## src/rtl/imm_gen_pkg.sv

```systemverilog
// rtl/imm_gen_pkg.sv - shared types and opcodes for the pipelined immediate generator
package imm_gen_pkg;

    localparam int IMM_MAX_W = 64;

    typedef enum logic [2:0] {
        FMT_R    = 3'd0,
        FMT_I    = 3'd1,
        FMT_S    = 3'd2,
        FMT_B    = 3'd3,
        FMT_U    = 3'd4,
        FMT_J    = 3'd5,
        FMT_NONE = 3'd7
    } fmt_t;

    localparam logic [6:0] OP_LOAD   = 7'd3;
    localparam logic [6:0] OP_IMM    = 7'd19;
    localparam logic [6:0] OP_IMM32  = 7'd27;
    localparam logic [6:0] OP_AUIPC  = 7'd23;
    localparam logic [6:0] OP_STORE  = 7'd35;
    localparam logic [6:0] OP_OP     = 7'd51;
    localparam logic [6:0] OP_OP32   = 7'd59;
    localparam logic [6:0] OP_LUI    = 7'd55;
    localparam logic [6:0] OP_BRANCH = 7'd99;
    localparam logic [6:0] OP_JALR   = 7'd103;
    localparam logic [6:0] OP_JAL    = 7'd111;

    // Immediate is always carried at full 64-bit width; the top trims to XLEN.
    typedef struct packed {
        logic [IMM_MAX_W-1:0] imm;
        fmt_t                 fmt;
        logic                 illegal;
    } entry_t;

    function automatic logic [IMM_MAX_W-1:0] sext32(input logic [31:0] v);
        return {{(IMM_MAX_W-32){v[31]}}, v};
    endfunction

endpackage

```

## src/rtl/imm_decode.sv

```systemverilog
// rtl/imm_decode.sv - combinational opcode decode and immediate assembly
module imm_decode
    import imm_gen_pkg::*;
#(
    parameter int XLEN = 64
) (
    input  logic [31:0] instr,
    output entry_t      entry
);

    logic [6:0]  opcode;
    logic [31:0] imm32;
    fmt_t        fmt;
    logic        illegal;

    assign opcode = instr[6:0];

    // Each 32-bit immediate already carries instr[31] in bit 31, so one
    // final widening step gives true sign extension for every format.
    always_comb begin
        imm32   = '0;
        fmt     = FMT_NONE;
        illegal = 1'b1;
        case (opcode)
            OP_LOAD, OP_IMM, OP_JALR: begin
                imm32   = {{20{instr[31]}}, instr[31:20]};
                fmt     = FMT_I;
                illegal = 1'b0;
            end
            OP_IMM32: begin
                if (XLEN == 64) begin
                    imm32   = {{20{instr[31]}}, instr[31:20]};
                    fmt     = FMT_I;
                    illegal = 1'b0;
                end
            end
            OP_STORE: begin
                imm32   = {{20{instr[31]}}, instr[31:25], instr[11:7]};
                fmt     = FMT_S;
                illegal = 1'b0;
            end
            OP_BRANCH: begin
                imm32   = {{19{instr[31]}}, instr[31], instr[7], instr[30:25],
                           instr[11:8], 1'b0};
                fmt     = FMT_B;
                illegal = 1'b0;
            end
            OP_LUI, OP_AUIPC: begin
                imm32   = {instr[31:12], 12'b0};
                fmt     = FMT_U;
                illegal = 1'b0;
            end
            OP_JAL: begin
                imm32   = {{11{instr[31]}}, instr[31], instr[19:12], instr[20],
                           instr[30:21], 1'b0};
                fmt     = FMT_J;
                illegal = 1'b0;
            end
            OP_OP: begin
                fmt     = FMT_R;
                illegal = 1'b0;
            end
            OP_OP32: begin
                if (XLEN == 64) begin
                    fmt     = FMT_R;
                    illegal = 1'b0;
                end
            end
            default: begin
                imm32   = '0;
                fmt     = FMT_NONE;
                illegal = 1'b1;
            end
        endcase
    end

    assign entry.imm     = sext32(imm32);
    assign entry.fmt     = fmt;
    assign entry.illegal = illegal;

endmodule

```

## src/rtl/imm_gen_pipe.sv

```systemverilog
// rtl/imm_gen_pipe.sv - decoded-immediate output FIFO with illegal-opcode counter
module imm_gen_pipe
    import imm_gen_pkg::*;
#(
    parameter int XLEN  = 64,
    parameter int DEPTH = 2,
    parameter int ERR_W = 8
) (
    input  logic             clk,
    input  logic             reset,
    input  logic             in_valid,
    output logic             in_ready,
    input  logic [31:0]      instr,
    output logic             out_valid,
    input  logic             out_ready,
    output logic [XLEN-1:0]  imm,
    output logic [2:0]       fmt,
    output logic             illegal,
    output logic [ERR_W-1:0] err_count
);

    localparam int PW = (DEPTH > 1) ? $clog2(DEPTH) : 1;
    localparam int CW = PW + 1;
    localparam logic [CW-1:0] FULL_CNT = CW'(DEPTH);

    entry_t           dec_entry;
    entry_t           mem_q [DEPTH];
    entry_t           head;
    logic [PW-1:0]    wr_ptr_q, wr_ptr_d;
    logic [PW-1:0]    rd_ptr_q, rd_ptr_d;
    logic [CW-1:0]    count_q, count_d;
    logic [ERR_W-1:0] err_q, err_d;
    logic             push, pop;

    imm_decode #(.XLEN(XLEN)) u_decode (
        .instr (instr),
        .entry (dec_entry)
    );

    // Readiness depends only on stored occupancy so a full FIFO never
    // accepts, even when the head is leaving on the same edge.
    assign in_ready  = reset && (count_q != FULL_CNT);
    assign out_valid = (count_q != '0);
    assign push      = in_valid && in_ready;
    assign pop       = out_valid && out_ready;

    always_comb begin
        wr_ptr_d = wr_ptr_q;
        rd_ptr_d = rd_ptr_q;
        count_d  = count_q;
        err_d    = err_q;
        if (push) begin
            wr_ptr_d = wr_ptr_q + PW'(1);
        end
        if (pop) begin
            rd_ptr_d = rd_ptr_q + PW'(1);
        end
        case ({push, pop})
            2'b10:   count_d = count_q + CW'(1);
            2'b01:   count_d = count_q - CW'(1);
            default: count_d = count_q;
        endcase
        if (push && dec_entry.illegal && (err_q != '1)) begin
            err_d = err_q + ERR_W'(1);
        end
    end

    always_ff @(posedge clk or negedge reset) begin
        if (!reset) begin
            wr_ptr_q <= '0;
            rd_ptr_q <= '0;
            count_q  <= '0;
            err_q    <= '0;
        end else begin
            wr_ptr_q <= wr_ptr_d;
            rd_ptr_q <= rd_ptr_d;
            count_q  <= count_d;
            err_q    <= err_d;
        end
    end

    // Payload storage needs no reset: it is only observed when count is non-zero.
    always_ff @(posedge clk) begin
        if (push) begin
            mem_q[wr_ptr_q] <= dec_entry;
        end
    end

    assign head      = mem_q[rd_ptr_q];
    assign imm       = out_valid ? head.imm[XLEN-1:0] : '0;
    assign fmt       = out_valid ? head.fmt : 3'd0;
    assign illegal   = out_valid ? head.illegal : 1'b0;
    assign err_count = err_q;

endmodule
```

## config.mk

```make
export PLATFORM = sky130hd
export DESIGN_NAME = imm_gen_pipe
export DESIGN_NICKNAME = d
export VERILOG_FILES = /design/src/rtl/imm_gen_pkg.sv /design/src/rtl/imm_decode.sv /design/src/rtl/imm_gen_pipe.sv
export SDC_FILE = /design/constraint.sdc
export NUM_CORES = 1
export LEC_CHECK = 0
export BUFFER_PORTS_ARGS = -buffer_cell sky130_fd_sc_hd__buf_2
export CORE_ASPECT_RATIO = 1.4
export CORE_MARGIN = 2
export CORE_UTILIZATION = 25
export CTS_BUF_LIST = sky130_fd_sc_hd__clkbuf_8
export DETAILED_ROUTE_END_ITERATION = 16
export HOLD_SLACK_MARGIN = 0.05
export PLACE_DENSITY = 0.51
export SYNTH_ARGS = -nofsm -noshare
export SYNTH_HDL_FRONTEND = slang
export SYNTH_SLANG_ARGS = --single-unit
```

## constraint.sdc

```tcl
create_clock -name clk -period 3.77 [get_ports clk]
set_input_delay 0.754 -clock clk [delete_from_list [all_inputs] [get_ports clk]]
set_output_delay 0.754 -clock clk [all_outputs]
set_load 0.02 [all_outputs]
```

==> results of run 1 <==
how the worst max path moves through the flow:
stage | start | to | slack, ps | cells after the start
after CTS | rd_ptr_q | imm[26] | 950 | 4
final | rd_ptr_q | imm[20] | 1020 | 4
after global routing | rd_ptr_q | imm[20] | 850 | 4
after detailed placement | reset | mem_q[1][32] | 1150 | 3
after floorplan | rd_ptr_q | imm[32] | 510 | 5
after global placement | reset | mem_q[1][31] | 1220 | 3
critical path, cell delays in order (launching register included):
cell,delay [ps]
dfrtp_2,790
buf_4,320
mux2i_1,270
nor2_1,60
buf_2,180
where the power goes:
group	total (µW)	internal (µW)	leakage, µW	switching [µW]
Clock	614	255	0.0000878	359
Combinational	1760	602	0.00125	1150
Sequential	1320	1180	0.000781	139
Total	3690	2040	0.00212	1650
layout make-up:
type | count | area [µm²]
clock buffers | 9 | 124
clock inverters | 7 | 65.1
fillers | 1698 | 11200
inverters | 4 | 15.0
multi-input cells | 195 | 1300
flip-flops and latches | 84 | 2460
well taps | 199 | 249
repair buffers | 120 | 618
sequential cells by signal (all words and copies together) (netlist names):
name	cells
count_q	2
err_count	8
wr_ptr_q	1
mem_q	72
rd_ptr_q	1
through the flow:
stage	total power, µW	hold WS (ps)
after global placement	3130	475
after CTS	3770	249
after detailed placement	3140	489
after global routing	3940	252
final	3690	265
after floorplan	2770	456
synth_stat cells, drive strengths merged, types with 5 or more instances:
cell type   n  area [µm²]
a21o       19         143
and2        9        56.3
and3        5        36.3
buf        41         290
dfrtp      12         300
edfxtp     72        2160
mux2i      36         360
nand2      14        52.6
nand2b      6        37.5
nand3       6        30.0
nor2       50         188
o21ai       6        30.0
xnor2       5        43.8
xor2        5        43.8
layer usage:
| metal | vias to the layer above | GRT usage | wire (µm) |
|---|---|---|---|
| met3 | 10 | 0.0378 | 684 |
| met4 | 0 | 0.0353 | 124 |
| met2 | 91 | 0.184 | 4510 |
| met1 | 1301 | 0.123 | 3720 |
| li1 | 1314 | - | - |
| met5 | - | 0 | 0 |
logic make-up (layout without fill, tap and decap cells):
logic type               count (synthesis)  in the layout  share of synthesized area
multiplexers                            39             39                     0.0969
buffers and inverters                   48            140                     0.0778
adder cells (fa/ha/maj)                  2              2                    0.00615
AO/OA/AOI/OAI                           40             40                     0.0689
flip-flops                              84             84                      0.606
XOR/XNOR                                10             10                     0.0215
AND/OR/NAND/NOR                        104            104                      0.123
==> key figures, run 1 <==
Worst setup path
  • CP Data Arrival Time: 1990 ps
  • Crit end category: primary output
  • Critical path class: reg2out
  • Setup slack, reg-to-reg: 1710 ps
  • Worst R2R Start: count_q[0]
  • R2R cell count: 3
  • Setup crit start kind: register
  • Worst reg2reg endpoint: mem_q[1][31]
  • Largest fanout on the critical path: 21
  • Crit path required time: 3020 ps

Global routing
  • Vias in the first global route: 2722
  • GRT overflow: 0
  • Largest net degree at the start of global routing: 37
  • Initial antenna violation count: 0
  • Total GRT Usage: 0.106
  • Global-route wire length before repair: 14.4 mm

Route
  • DRT Wirelength: 9.04 mm
  • WL per Instance: 14.6 µm
  • Via Count: 2716
  • Detailed Routing Iterations Pass 1: 4
  • Drt initial violations: 135
  • Post-DRT Antenna Nets: 0
  • Vias/cell: 4.39
  • Drc violations: 0

Power and ir drop
  • P per Cell Area: 763 nW/µm²
  • Leak: 0.00212 µW
  • VDD IR-drop max: 0.000311 V

Timing
  • Rel. slew slack: 0.394
  • Final slew viol count: 0
  • RSZ-0062 raised after global routing: no
  • Final setup margin: 1020 ps
  • Setup violators final: 0
  • Worst Tran Pin Value: 910 ps
  • Endpoints failing hold: 0
  • Final period util: 0.729
  • Min cycle time layout: 2750 ps
  • Fmax: 0.364 GHz
  • Worst setup skew after layout: 11.1 ps
  • Setup TNS: 0 ps

Floorplan
  • Initial core utilization: 0.254
  • Die area: 17300 µm²
  • IO Pins: 114
  • Die span in y: 155 µm
  • Die X: 112 µm
  • FP Rows: 55
  • Placeable core area: 16000 µm²

Placed design
  • Final HPWL DP: 6.53 mm
  • Pre-CTS WS: 1150 ps
  • Port Buffers: 113
  • Post-DP Area: 4650 µm²
  • # placed instances: 602
  • GPL Wtd Cong: 0.763

Job
  • MaxCap Viol Count: 0

Yosys
  • Count of unique library cells instantiated by Yosys: 38
  • Top FF cell, synth: edfxtp_1
  • Mapped Area: 4070 µm²
  • Post-synthesis instance total: 327
  • Seq/Total Area, Yosys: 0.606
  • Synth Net Count: 365
  • Avg Inst Size Synth: 12.4 µm²
  • Synthesis Warnings: 0
  • Number of synthesized flops with an enable pin: 72
  • Async SR Flop Fraction: 0.143
  • Flops & latches, synth: 84

Worst hold path
  • Worst hold path type: in2async

Layout
  • P&R area growth vs syn: 19.0%
  • Post-layout instance area: 4840 µm²
  • Antenna diode count: 0
  • Final non-filler cell total: 618
  • Layout cells sized above 1: 0.339
  • Commonest non-fill, non-tap cell in the layout: buf_2
  • Layout Utilization: 0.302
  • Most frequent cells in the layout: buf_2, edfxtp_1, nor2_1, mux2i_1, a21o_1
  • Final Net Count: 452

Clock tree
  • Clock transition at the registers of the reported paths: 90 ps
  • Post-cts resize count: 0
  • CTS buffer count: 9
  • Clk_lat worst skew: 360 ps
  • Clk root buf: clkbuf_8
  • Clock sinks: 84
  • Post-CTS setup buffers: 0
  • Hold bufs inserted after CTS: 0
  • Clock buffer depth: 2
  • CTS tree: done
  • Max H-tree Level: 3

Status
  • Status: complete, no violations
Power figures use the tool's default switching activity.
==> run 2: changes to the inputs <==
- PLACE_DENSITY: 0.51 -> 0.53
- clock period: 3.77 -> 2.5 ns (I/O delays scaled with it)
==> run 2 against run 1 <==
Compared with the run above:
- hold slack got worse by 200 ps
- global-route usage increased by 0.61 points
- first-iteration DRC count increased by 8.9%
- critical endpoint is now imm[34]
==> key figures, run 2 (same netlist as run 1, synthesis figures left out) <==
Global routing
  • Largest net degree at the start of global routing: 37
  • Global-route wire length before repair: 14.7 mm
  • GRT overflow: 0
  • Total GRT Usage: 0.112
  • Vias in the first global route: 2599
  • Initial antenna violation count: 0

Timing
  • Worst setup skew after layout: 18.3 ps
  • Endpoints failing hold: 0
  • Rel. slew slack: 0.412
  • Worst Tran Pin Value: 879 ps
  • RSZ-0062 raised after global routing: no
  • Final slew viol count: 0
  • Setup violators final: 0
  • Setup TNS: 0 ps
  • Min cycle time layout: 2280 ps
  • Fmax: 0.439 GHz
  • Final period util: 0.911

Worst setup path
  • Crit end category: primary output
  • Largest stage delay, worst path: 480 ps
  • CP Data Arrival Time: 1780 ps
  • Most frequent CP cell: nor2_4
  • Critical path class: reg2out
  • Crit path required time: 2000 ps
  • Setup crit start kind: register
  • CP cell instances: nor2_4 -> buf_4 -> nor2_4 -> buf_2
  • Largest fanout on the critical path: 33
  • Slowest CP cell: dfrtp_1

Clock tree
  • Max H-tree Level: 3
  • CTS buffer count: 9
  • Clock buffer depth: 2
  • CTS tree: done
  • Clk root buf: clkbuf_8
  • Clock sinks: 84
  • Clock transition at the registers of the reported paths: 100 ps
  • Clk_lat worst skew: 360 ps

Route
  • Drc violations: 0
  • WL per Instance: 15.4 µm
  • Via Count: 2730
  • Drt initial violations: 147
  • DRT Wirelength: 9.63 mm
  • Post-DRT Antenna Nets: 0
  • Vias/cell: 4.38
  • Detailed Routing Iterations Pass 1: 4

Floorplan
  • Initial core utilization: 0.254
  • FP Rows: 55
  • Die X: 112 µm
  • Placeable core area: 16000 µm²
  • Die span in y: 155 µm
  • IO Pins: 114
  • Die area: 17300 µm²

Placed design
  • Post-DP Area: 4710 µm²
  • Port Buffers: 113
  • # placed instances: 606
  • Final HPWL DP: 6.81 mm
  • GPL Wtd Cong: 0.797

Layout
  • Layout cells sized above 1: 0.348
  • Final non-filler cell total: 624
  • Commonest non-fill, non-tap cell in the layout: buf_2
  • Flip-flop count of the largest register after layout: 72
  • Most flops, register: mem_q
  • Antenna diode count: 0
  • Final Net Count: 458
  • Post-layout instance area: 4930 µm²
  • P&R area growth vs syn: 21.1%
  • Most frequent cells in the layout: buf_2, edfxtp_1, nor2_1, mux2i_1, a21o_1

Worst hold path
  • Worst hold path type: in2async

Power and ir drop
  • Leak: 0.00218 µW
  • VDD IR-drop max: 0.000580 V
  • P per Cell Area: 1160 nW/µm²

Status
  • Status: complete, no violations

Job
  • MaxCap Viol Count: 0
[run 2: changes by cell type in the layout (fill, tap and decap cells not counted), sizes merged]
cell      previous run  this run
bufinv               0         1
clkinvlp             3         1
buf                120       126
clkinv               0         1
[run 2: power by group]
part	switching, µW	leakage, µW	internal, µW
Clock	514	0.000103	471
Sequential	138	0.000781	1780
Combinational	1870	0.00129	951
Total	2520	0.00218	3200
[run 2: timing repair]
| item | 4_1_cts | 5_1_grt |
|---|---|---|
| resized for setup | 0 | 0 |
| endpoints found under the setup margin | 0 | 33 |
| buffers inserted | 0 | 2 |
| hold buffers | 0 | 0 |
[run 2: layer usage]
metal | track usage | up-vias | wire length [µm]
li1 | - | 1322 | -
met2 | 0.200 | 123 | 4980
met4 | 0.0435 | 0 | 148
met3 | 0.0230 | 12 | 547
met5 | 0 | - | 0
met1 | 0.133 | 1273 | 3950
[run 2: metrics by stage]
stage,util,setup WS [ps],hold WS (ps),total power [µW]
2_1_floorplan,-,310,204,4170
3_3_place_gp,0.294,325,457,4780
3_5_place_dp,0.294,286,463,4810
4_1_cts,0.306,33.5,58.9,5800
5_1_grt,0.307,56.3,68.2,6060
6_report,0.307,222,66.8,5730
[run 2: area by class of cell]
class	instances	area (µm²)
inverter	4	15.0
clock inverter	7	75.1
tap	199	249
clock buffer	9	124
multi-input combinational	195	1310
sequential	84	2460
fill	1624	11100
timing repair buffer	126	688
[run 2: critical path: cells and delay by family (launching register included)]
kind                   cells  cell delay (ps)
buffers and inverters      2              440
DFF                        1              480
and+or+nand+nor            2              490
[run 2: path summary, 6_finish.rpt]
check,startpoint,to,slack (ps),cells after the start
worst min-delay path,reset,err_count[0],70,2
max in group asynchronous,reset,err_count[3],2250,2
worst min register to register,err_count[5],err_count[5],500,1
worst max-delay path,count_q[0],imm[34],220,4
min in group clk,instr[16],mem_q[1][20],420,2
worst max register to register,count_q[0],mem_q[0][30],760,5
